File: config.mk
export PLATFORM = sky130hd
export DESIGN_NAME = dnn_event_capture
export DESIGN_NICKNAME = d
export VERILOG_FILES = /design/src/rtl/pix28_capture_pkg.sv /design/src/rtl/capture_fifo.sv /design/src/rtl/dnn_event_capture.sv
export SDC_FILE = /design/constraint.sdc
export NUM_CORES = 1
export LEC_CHECK = 0
export ABC_AREA = 1
export CAP_MARGIN = 10
export CORE_ASPECT_RATIO = 1.75
export CORE_MARGIN = 2
export CORE_UTILIZATION = 45
export DETAILED_ROUTE_END_ITERATION = 8
export RECOVER_POWER = 50
export SYNTH_ARGS = -nofsm -noshare
export SYNTH_HDL_FRONTEND = slang
export SYNTH_SLANG_ARGS = --single-unit
File: constraint.sdc
create_clock -name S_AXI_ACLK -period 5.8 [get_ports S_AXI_ACLK]
set_input_delay 0.87 -clock S_AXI_ACLK [delete_from_list [all_inputs] [get_ports S_AXI_ACLK]]
set_output_delay 0.87 -clock S_AXI_ACLK [all_outputs]
set_load 0.05 [all_outputs]
File: src/rtl/pix28_capture_pkg.sv
// Shared definitions for the DNN event capture block.
//   CAP_DEPTH / CAP_PTR_W / CAP_CNT_W : FIFO geometry (16 entries, 4-bit
//                                       pointers, 5-bit occupancy 0..16)
//   CAP_TS_W / CAP_ENTRY_W            : timestamp width and packed entry width
//   cap_entry_t                       : {ts, dnn1, dnn0} as stored in the FIFO
//   cap_state_t                       : capture FSM states
package pix28_capture_pkg;

  localparam int CAP_DEPTH   = 16;
  localparam int CAP_PTR_W   = 4;
  localparam int CAP_CNT_W   = 5;
  localparam int CAP_TS_W    = 16;
  localparam int CAP_ENTRY_W = CAP_TS_W + 2;

  typedef struct packed {
    logic [CAP_TS_W-1:0] ts;
    logic                dnn1;
    logic                dnn0;
  } cap_entry_t;

  typedef enum logic [1:0] {
    ST_IDLE = 2'd0,
    ST_RUN  = 2'd1,
    ST_DONE = 2'd2
  } cap_state_t;

endpackage

File: src/rtl/capture_fifo.sv
// 16-entry capture FIFO with registered (non fall-through) read port.
// Ports:
//   clk, rst    : clock, synchronous active-high reset
//   clr         : synchronous flush; beats same-cycle wr and rd
//   wr, wr_data : write request and entry
//   rd          : read request pulse
//   rd_data     : entry popped by the last accepted read (holds otherwise)
//   rd_valid    : one-cycle pulse qualifying rd_data
//   count       : occupancy 0..16; empty/full derived from it
//   wr_accept   : combinational, high when the write is taken this cycle
//
// Read handshake: a rd pulse is accepted only when count != 0 in that cycle;
// the entry appears on rd_data with rd_valid=1 after the next rising edge.
// rd with an empty FIFO is dropped silently (no bypass from a same-cycle wr).
// A write is taken when not full, or when full and a read is accepted in
// the same cycle (count stays at 16).
module capture_fifo
  import pix28_capture_pkg::*;
(
  input  logic                   clk,
  input  logic                   rst,
  input  logic                   clr,
  input  logic                   wr,
  input  logic [CAP_ENTRY_W-1:0] wr_data,
  input  logic                   rd,
  output logic [CAP_ENTRY_W-1:0] rd_data,
  output logic                   rd_valid,
  output logic [CAP_CNT_W-1:0]   count,
  output logic                   empty,
  output logic                   full,
  output logic                   wr_accept
);

  logic [CAP_ENTRY_W-1:0] mem [CAP_DEPTH];
  logic [CAP_PTR_W-1:0]   wr_ptr;
  logic [CAP_PTR_W-1:0]   rd_ptr;
  logic                   rd_fire;

  assign empty     = (count == '0);
  assign full      = (count == CAP_CNT_W'(CAP_DEPTH));
  assign rd_fire   = rd && !empty && !clr;
  assign wr_accept = wr && !clr && (!full || rd_fire);

  // Storage carries no reset; only pointers and count define validity.
  always_ff @(posedge clk) begin
    if (wr_accept) mem[wr_ptr] <= wr_data;
  end

  always_ff @(posedge clk) begin
    if (rst) begin
      wr_ptr   <= '0;
      rd_ptr   <= '0;
      count    <= '0;
      rd_valid <= 1'b0;
      rd_data  <= '0;
    end else if (clr) begin
      wr_ptr   <= '0;
      rd_ptr   <= '0;
      count    <= '0;
      rd_valid <= 1'b0;
    end else begin
      rd_valid <= rd_fire;
      if (rd_fire) begin
        rd_data <= mem[rd_ptr];
        rd_ptr  <= rd_ptr + 1'b1;
      end
      if (wr_accept) wr_ptr <= wr_ptr + 1'b1;
      case ({wr_accept, rd_fire})
        2'b10:   count <= count + 1'b1;
        2'b01:   count <= count - 1'b1;
        default: count <= count;
      endcase
    end
  end

endmodule

File: src/rtl/dnn_event_capture.sv
// Captures DNN classifier outputs with a timestamp on each transition of an
// asynchronous event toggle and queues them for software readout.
// Ports:
//   S_AXI_ACLK, S_AXI_ARESET : clock, synchronous active-high reset
//   enable, clear, n_events  : run control (n_events = 0 means unlimited)
//   dn_event_toggle          : async event strobe, every edge is one event
//   dnn_output_0/1           : async classifier outputs
//   rd_req / rd_data / rd_valid : FIFO pop interface (see capture_fifo)
//   fifo_count, fifo_empty, fifo_full : FIFO status
//   overflow, drop_count     : sticky drop flag and saturating drop count
//   busy, done               : registered FSM status
//   fsm_state                : raw FSM state for observation
module dnn_event_capture
  import pix28_capture_pkg::*;
(
  input  logic                   S_AXI_ACLK,
  input  logic                   S_AXI_ARESET,
  input  logic                   enable,
  input  logic                   clear,
  input  logic [7:0]             n_events,
  input  logic                   dn_event_toggle,
  input  logic                   dnn_output_0,
  input  logic                   dnn_output_1,
  input  logic                   rd_req,
  output logic [CAP_ENTRY_W-1:0] rd_data,
  output logic                   rd_valid,
  output logic [CAP_CNT_W-1:0]   fifo_count,
  output logic                   fifo_empty,
  output logic                   fifo_full,
  output logic                   overflow,
  output logic [7:0]             drop_count,
  output logic                   busy,
  output logic                   done,
  output logic [1:0]             fsm_state
);

  cap_state_t          state;
  logic [CAP_TS_W-1:0] ts;
  logic [7:0]          acc_cnt;
  logic [7:0]          acc_next;
  logic                tog_s1, tog_s2, tog_s3;
  logic                d0_s1, d0_s2, d1_s1, d1_s2;
  logic                ev_pulse;
  logic                stage_valid;
  cap_entry_t          stage_entry;
  logic                in_run;
  logic                wr;
  logic                wr_accept;
  logic                hit_limit;
  logic                drop;

  assign fsm_state = state;
  assign in_run    = (state == ST_RUN);
  assign ev_pulse  = tog_s2 ^ tog_s3;
  // Gating at write time too keeps a staged event from landing after the
  // run has finished or been stopped.
  assign wr        = stage_valid && in_run;
  assign acc_next  = acc_cnt + 8'd1;
  assign hit_limit = wr_accept && (n_events != 8'd0) && (acc_next == n_events);
  assign drop      = wr && !wr_accept && !clear;

  // Synchronizers keep tracking in every state so no stale edge is seen
  // when a run starts.
  always_ff @(posedge S_AXI_ACLK) begin
    if (S_AXI_ARESET) begin
      {tog_s1, tog_s2, tog_s3} <= 3'b000;
      {d0_s1, d0_s2, d1_s1, d1_s2} <= 4'b0000;
    end else begin
      tog_s1 <= dn_event_toggle;
      tog_s2 <= tog_s1;
      tog_s3 <= tog_s2;
      d0_s1  <= dnn_output_0;
      d0_s2  <= d0_s1;
      d1_s1  <= dnn_output_1;
      d1_s2  <= d1_s1;
    end
  end

  // Entry is sampled during the pulse cycle and written on the next edge.
  always_ff @(posedge S_AXI_ACLK) begin
    if (S_AXI_ARESET || clear) begin
      stage_valid <= 1'b0;
      stage_entry <= '0;
    end else begin
      stage_valid <= ev_pulse && in_run;
      stage_entry <= '{ts: ts, dnn1: d1_s2, dnn0: d0_s2};
    end
  end

  always_ff @(posedge S_AXI_ACLK) begin
    if (S_AXI_ARESET || clear) begin
      overflow   <= 1'b0;
      drop_count <= 8'd0;
    end else if (drop) begin
      overflow <= 1'b1;
      if (drop_count != 8'hFF) drop_count <= drop_count + 8'd1;
    end
  end

  // FSM, timestamp and accepted-event counter; clear leaves the state alone.
  always_ff @(posedge S_AXI_ACLK) begin
    if (S_AXI_ARESET) begin
      state   <= ST_IDLE;
      busy    <= 1'b0;
      done    <= 1'b0;
      ts      <= '0;
      acc_cnt <= 8'd0;
    end else begin
      case (state)
        ST_IDLE: begin
          if (enable) begin
            state   <= ST_RUN;
            busy    <= 1'b1;
            ts      <= '0;
            acc_cnt <= 8'd0;
          end
        end
        ST_RUN: begin
          ts <= ts + 1'b1;
          if (!enable) begin
            state <= ST_IDLE;
            busy  <= 1'b0;
          end else if (hit_limit) begin
            state <= ST_DONE;
            busy  <= 1'b0;
            done  <= 1'b1;
          end
        end
        ST_DONE: begin
          if (!enable) begin
            state <= ST_IDLE;
            done  <= 1'b0;
          end
        end
        default: begin
          state <= ST_IDLE;
          busy  <= 1'b0;
          done  <= 1'b0;
        end
      endcase
      if (wr_accept) acc_cnt <= acc_next;
      if (clear) begin
        ts      <= '0;
        acc_cnt <= 8'd0;
      end
    end
  end

  capture_fifo u_fifo (
    .clk       (S_AXI_ACLK),
    .rst       (S_AXI_ARESET),
    .clr       (clear),
    .wr        (wr),
    .wr_data   (stage_entry),
    .rd        (rd_req),
    .rd_data   (rd_data),
    .rd_valid  (rd_valid),
    .count     (fifo_count),
    .empty     (fifo_empty),
    .full      (fifo_full),
    .wr_accept (wr_accept)
  );

endmodule

# Word-level counts from Yosys, hierarchy flattened
# Memories as Yosys holds them, arrays and structs flattened. A register that Yosys moved wholly into a read port is not among the register bits.
# Index checks and enable logic that the tools add are counted.
[totals]
reg_bits = 77
latch_bits = 0
mem_bits_rw = 288
romBits = 0
input_bits = 16
out_inout_bits = 39
elab_cells = 98
memories = 1
[mem_list]
columns = ["memory", "words", "width", "read_ports", "rd_ports_with_merged_regs", "write_ports", "line_no", "source"]
rows = [
  ["u_fifo.mem", 16, 18, 1, 1, 1, "capture_fifo.sv:34", "logic [CAP_ENTRY_W-1:0] mem [CAP_DEPTH];"],
]
[classes]
n_addsub = 7
multipliers = 0
div_mod_pow = 0
order_cmp = 0
eq_ne = 12
n_shift = 0
muxes = 21
n_bitwise = 4
n_reduce_logical = 31
[ops]
columns = ["cell", "count"]
rows = [
  ["case mux 16 bit (2 select lines)", 1],
  ["two-way mux 8 bit", 3],
  ["adder 16 x 1 -> 16 bit (second input constant)", 1],
  ["adder 8 x 1 -> 8 bit (second input constant)", 2],
  ["two-way mux 16 bit", 1],
  ["logical AND 1 bit", 10],
  ["case mux 5 bit (2 select lines)", 1],
  ["adder 4 x 1 -> 4 bit (second input constant)", 2],
  ["equality test 8 bit", 1],
  ["two-way mux 1 bit", 8],
  ["two-way mux 2 bit", 4],
  ["!= test 8 bit (second input constant)", 1],
  ["AND reduction 2 bit", 4],
  ["nonzero test 2 bit", 4],
  ["nonzero test 8 bit", 1],
  ["!= test 2 bit (second input constant)", 3],
  ["case mux 1 bit (3 select lines)", 2],
  ["case mux 2 bit (3 select lines)", 1],
  ["AND reduction 3 bit", 2],
  ["adder 5 x 1 -> 5 bit (second input constant)", 1],
  ["equality test 5 bit (second input constant)", 1],
  ["logical NOT 5 bit", 1],
  ["subtractor 5 x 1 -> 5 bit (second input constant)", 1],
  ["equality test 2 x 1 -> 1 bit (second input constant)", 2],
  ["other kinds (10)", 17],
]

# Logic depth before layout (Yosys ltp)
[depth]
word_depth = 11
mapped_depth = 14
mapped_depth_nobuf = 14

# Cells and area by module
# A second synthesis with hierarchy kept.
[unflattened]
cells_unflattened = 1697
hier_area_um2 = 16398.2
[modules_own_cells]
columns = ["module", "instances", "cells_per_inst", "area_each_um2", "seq_area_each_um2"]
rows = [
  ["capture_fifo", 1, 1331, 13653.1, 9288.9],
  ["dnn_event_capture", 1, 366, 2745.1, 1261.2],
]

# Worst setup path before layout
# OpenSTA, ideal clock, no wires.
[synth_timing]
path_type = "register -> register"
start = "reg u_fifo.count[1]"
end = "reg u_fifo.count[4]"
setup_time_ps = 117
t_arrival_ps = 2814
t_required_ps = 5683
setup_slack_ps = 2869
stages_incl_launch_ff = 14
path_buffers = 0
period_less_slack_ps = 2931
cell_sequence = "dfxtp_1 -> nor2_1 -> nand2_1 -> nor2_1 -> inv_2 -> nand2_2 -> nor2_1 -> ha_1 -> inv_1 -> o21ai_0 -> a21oi_1 -> or2_2 -> a21oi_1 -> nor2_1"
[synth_between]
elab_chain_len = 8
word_cells_on_any_way = 14
cone_classes = "add/sub: 2; eq/ne: 3; mux: 1; reduce/logical: 8"
[synth_rtl]
columns = ["element", "line_no", "source"]
rows = [
  ["from (decl)", "capture_fifo.sv:28", "output logic [CAP_CNT_W-1:0] count,"],
  ["from (signal assigned)", "capture_fifo.sv:69", "2'b10: count <= count + 1'b1;"],
  ["from (signal assigned)", "capture_fifo.sv:70", "2'b01: count <= count - 1'b1;"],
  ["from (signal assigned)", "capture_fifo.sv:71", "default: count <= count;"],
  ["logical NOT 5 bit *", "capture_fifo.sv:39", "assign empty = (count == '0);"],
  ["via fifo_empty", "dnn_event_capture.sv:28", "output logic fifo_empty,"],
  ["logical NOT 1 bit *", "capture_fifo.sv:41", "assign rd_fire = rd && !empty && !clr;"],
  ["logical AND 1 bit * (2 in a row)", "capture_fifo.sv:41", ""],
  ["logical OR 1 bit", "capture_fifo.sv:42", "assign wr_accept = wr && !clr && (!full || rd_fire);"],
  ["logical AND 1 bit", "capture_fifo.sv:42", ""],
  ["equality test 2 x 1 -> 1 bit / equality test 2 bit (equally long branches)", "capture_fifo.sv:68", "case ({wr_accept, rd_fire})"],
  ["case mux 5 bit (2 select lines) / nonzero test 2 bit (equally long branches)", "--", ""],
]
# The timed path passes the listed nets; every way through them passes the cells marked *.
# A chain may end at the register's enable or synchronous reset.

# Final worst setup path
[layout_timing]
start = "in clear"
end = "mem u_fifo.mem[3][12] in the netlist's numbering, enable pin"
[layout_between]
elab_chain_len = 6
word_cells_on_any_way = 7
cone_classes = "mux: 2; reduce/logical: 5"
[layout_rtl]
columns = ["element", "line_no", "source"]
rows = [
  ["from (decl)", "dnn_event_capture.sv:19", "input logic clear,"],
  ["logical NOT 1 bit *", "capture_fifo.sv:41, capture_fifo.sv:42", ""],
  ["logical AND 1 bit", "capture_fifo.sv:41", ""],
  ["logical OR 1 bit", "capture_fifo.sv:42", ""],
  ["logical AND 1 bit *", "capture_fifo.sv:42", ""],
  ["two-way mux 1 bit *", "capture_fifo.sv:46", "if (wr_accept) mem[wr_ptr] <= wr_data;"],
  ["two-way mux 1 bit (implied by the code) *", "capture_fifo.sv:46", ""],
  ["to (decl)", "capture_fifo.sv:34", ""],
]
# Mark *: on every way between the ends. The rest lies on a longest branch, timed or not.

==> reports/metrics.csv <==
stage,metric,value,unit
synth,Yosys top cell area share,0.567,
critical_path,CP Capture Type,flop,
grt,vias in the first global route,10100,
placed_design,final HPWL from detailed placement,24.1,mm
grt,global-route wire length before repair,58.4,mm
sta,Slew Limit Fails,40,
worst_hold_path,Hold Path Class,reg2reg,
sta,final hold vios,0,
final_layout,"most common cell after layout, fill and taps aside",edfxtp_1,
sta,# setup viols final,0,
sta,RSZ-0062 raised after global routing,false,
routing,TritonRoute pass-1 iters,5,
grt,gr ovfl total,0,
routing,top layer in use,met4,
routing,Via density,5.56,
sta,fin crit share,0.698,
sta,slew margin rel.,-0.0397,
run_status,status,"finished, violations left",
grt,initial antenna violation count,0,
critical_path,Worst EP required,5950,ps
critical_path,WP data arrival,4190,ps
synth,post-synth cell types,49,
flow_run,max-cap violations,1,
placed_design,Post-Place Worst Slack,2010,ps
floorplanning,die height,247,um
power_and_ir_drop,worst vdd ir,237,uV
clocking,CTS clock-pin slew for the worst setup and hold paths,60,ps
synth,Yosys top cell by area,edfxtp_1,
grt,largest net degree at the start of global routing,103,
clocking,clk buf depth,3,
sta,Peak Freq,247,MHz
critical_path,CP most frequent cell,nor2_1,
sta,final setup margin,1750,ps
clocking,postcts setup bufs,0,
sta,Final min period,4050,ps
clocking,Root Buffer,clkbuf_16,
placed_design,Placer Congestion,0.797,
critical_path,crit start category,input port,
placed_design,IO buf count,54,
floorplanning,Die Wd,143,um
floorplanning,die area,0.0354,mm^2
power_and_ir_drop,P_leak,0.00582,uW
routing,DRT iter0 DRCs,837,
routing,Post-DRT Antenna Nets,0,
sta,worst slew pin tran,1560,ps
clocking,total CTS buffers,35,
final_layout,diode count,0,
grt,GRT Total Usage,0.220,
synth,Mapped Nets,1335,
critical_path,crit path max fanout,18,
synth,Synth area leaders,"edfxtp_1, dfxtp_1, nor2_1",
clocking,TritonCTS clock tree,done,
final_layout,Final #Nets,1366,
floorplanning,Core ar.,0.0335,mm^2
routing,Routed met2 length,19.3,mm
floorplanning,FP Rows,89,
synth,Yosys warning total,0,
clocking,hold_buf cts,0,
synth,Async SR Flop Fraction,0,
routing,routed vias,10100,
final_layout,area grow syn2layout,13.4,%
critical_path,crit path kind,in2reg,
sta,Final Skew,18.6,ps
synth,number of synthesized register bits,383,
critical_path,critical-path cell list,"dlygate4sd3_1, nor2_1, nor2_8, nor2_1, inv_1, nor2_1, nand2_1, nor2_2",
power_and_ir_drop,Cell Pwr Density,308,mW/mm^2
clocking,H-tree levels,2,
sta,Fin Setup TNS,0,ps
clocking,clock insertion delay at the later pin of the skew report,530,ps
floorplanning,# IOs,55,
clocking,Post-CTS Resized,0,
synth,Mean Syn Cell Area,11.7,um^2
routing,met1 WL,15.2,mm
final_layout,Finished Layout Cells,1819,
placed_design,placed cells,1756,
routing,drt total wl,38.1,mm
synth,commonest register cell after synthesis,edfxtp_1,
final_layout,"commonest non-fill, non-tap cells in the layout","edfxtp_1, nor2_1, o21ai_0",
routing,WL/cell,21.0,um
synth,mapped cell area,0.0152,mm^2
critical_path,CP peak stage delay,790,ps
synth,Post-synth EDFFs,288,
run_status,failing checks,"capacitance limit, slew limit",
critical_path,master of the slowest instance on the critical path,nor2_1,
clocking,clk sinks,383,
routing,# DRC,0,
final_layout,share of cells above drive strength 1,0.0777,
synth,Syn Inst Count,1307,
routing,DR WL met3,1.74,mm
floorplanning,Starting Density,0.455,
synth,"Seq/Total Area, Yosys",0.692,
[cell usage after synthesis, types with 2 or more instances]
| library cell | n |
|---|---|
| a211oi_1 | 5 |
| a21oi_1 | 36 |
| a31oi_1 | 4 |
| buf_2 | 18 |
| buf_4 | 3 |
| clkbuf_1 | 48 |
| clkinv_1 | 4 |
| dfxtp_1 | 95 |
| edfxtp_1 | 288 |
| ha_1 | 11 |
| inv_1 | 93 |
| inv_2 | 4 |
| inv_4 | 2 |
| nand2_1 | 91 |
| nand2_4 | 2 |
| nand3_1 | 54 |
| nand4_1 | 5 |
| nor2_1 | 221 |
| nor2_2 | 5 |
| nor2_4 | 3 |
| nor2_8 | 2 |
| nor3_1 | 11 |
| nor4_1 | 2 |
| o211ai_1 | 39 |
| o21ai_0 | 158 |
| o21ai_1 | 6 |
| o221ai_1 | 51 |
| o22ai_1 | 21 |
| o31ai_1 | 2 |
| xnor2_1 | 3 |
| xor2_1 | 2 |
[per-stage QoR]
step | power (uW) | util | hold slack, ps | instance area, um^2
floorplan | 3010 | - | 388 | 15200
global placement | 3040 | 0.483 | 393 | 16200
detailed placement | 3040 | 0.483 | 393 | 16200
CTS | 5350 | 0.517 | 402 | 17300
global route | 5470 | 0.516 | 418 | 17300
finish | 5320 | 0.516 | 401 | 17300
[report_power, final]
part | switching (uW) | leakage (uW) | total [uW] | internal, uW
Clock | 1030 | 0.000559 | 2350 | 1320
Combinational | 40.2 | 0.00186 | 60.0 | 19.8
Sequential | 4.18 | 0.00339 | 2910 | 2910
Total | 1070 | 0.00582 | 5320 | 4250
[metal layers]
layer,track usage,vias to the layer above
li1,-,4764
met5,0,-
met1,0.272,4970
met4,0.110,0
met3,0.0249,67
met2,0.380,305
[flip-flops by register name (all words and copies together) (netlist names), 2 cells and up]
register	count
u_fifo.mem	288
stage_entry	18
u_fifo.rd_data	18
ts	16
acc_cnt	8
drop_count	8
u_fifo.count	5
u_fifo.rd_ptr	4
u_fifo.wr_ptr	4
fsm_state	2
[kinds of logic after synthesis]
kind of cell               Yosys count  synth area share
and+or+nand+nor                    405             0.116
DFF                                383             0.692
AOI/OAI and AO/OA                  329             0.133
buffers and inverters              172            0.0449
adders and majority gates           12            0.0103
xor gates and xnor gates             6           0.00435
[area by class of cell]
cell class                      instances  area, um^2
Clock inverter                         18         170
Timing Repair Buffer                   63         604
Sequential cell                       383       10600
Tap cell                              455         569
Inverter                              103         392
Multi-Input combinational cell        752        3990
Fill cell                            2954       16200
Clock buffer                           45         996
[critical path, delay by kind of cell]
family / cells / cell delay [ps]
buf+inv: 2 / 920
simple gates: 6 / 2390
[path summary, 6_finish.rpt]
path / slack (ps) / endpoint / startpoint / depth (start not counted)
worst max-delay path: 1750 / u_fifo.mem[3][12] / clear / 8
worst min-delay path: 400 / d1_s2 / d1_s1 / 2
worst max register to register: 2290 / u_fifo.mem[3][12] / fsm_state[0] / 10
worst min register to register: 400 / d1_s2 / d1_s1 / 2
Note: power is estimated with default switching activity, not from simulation.
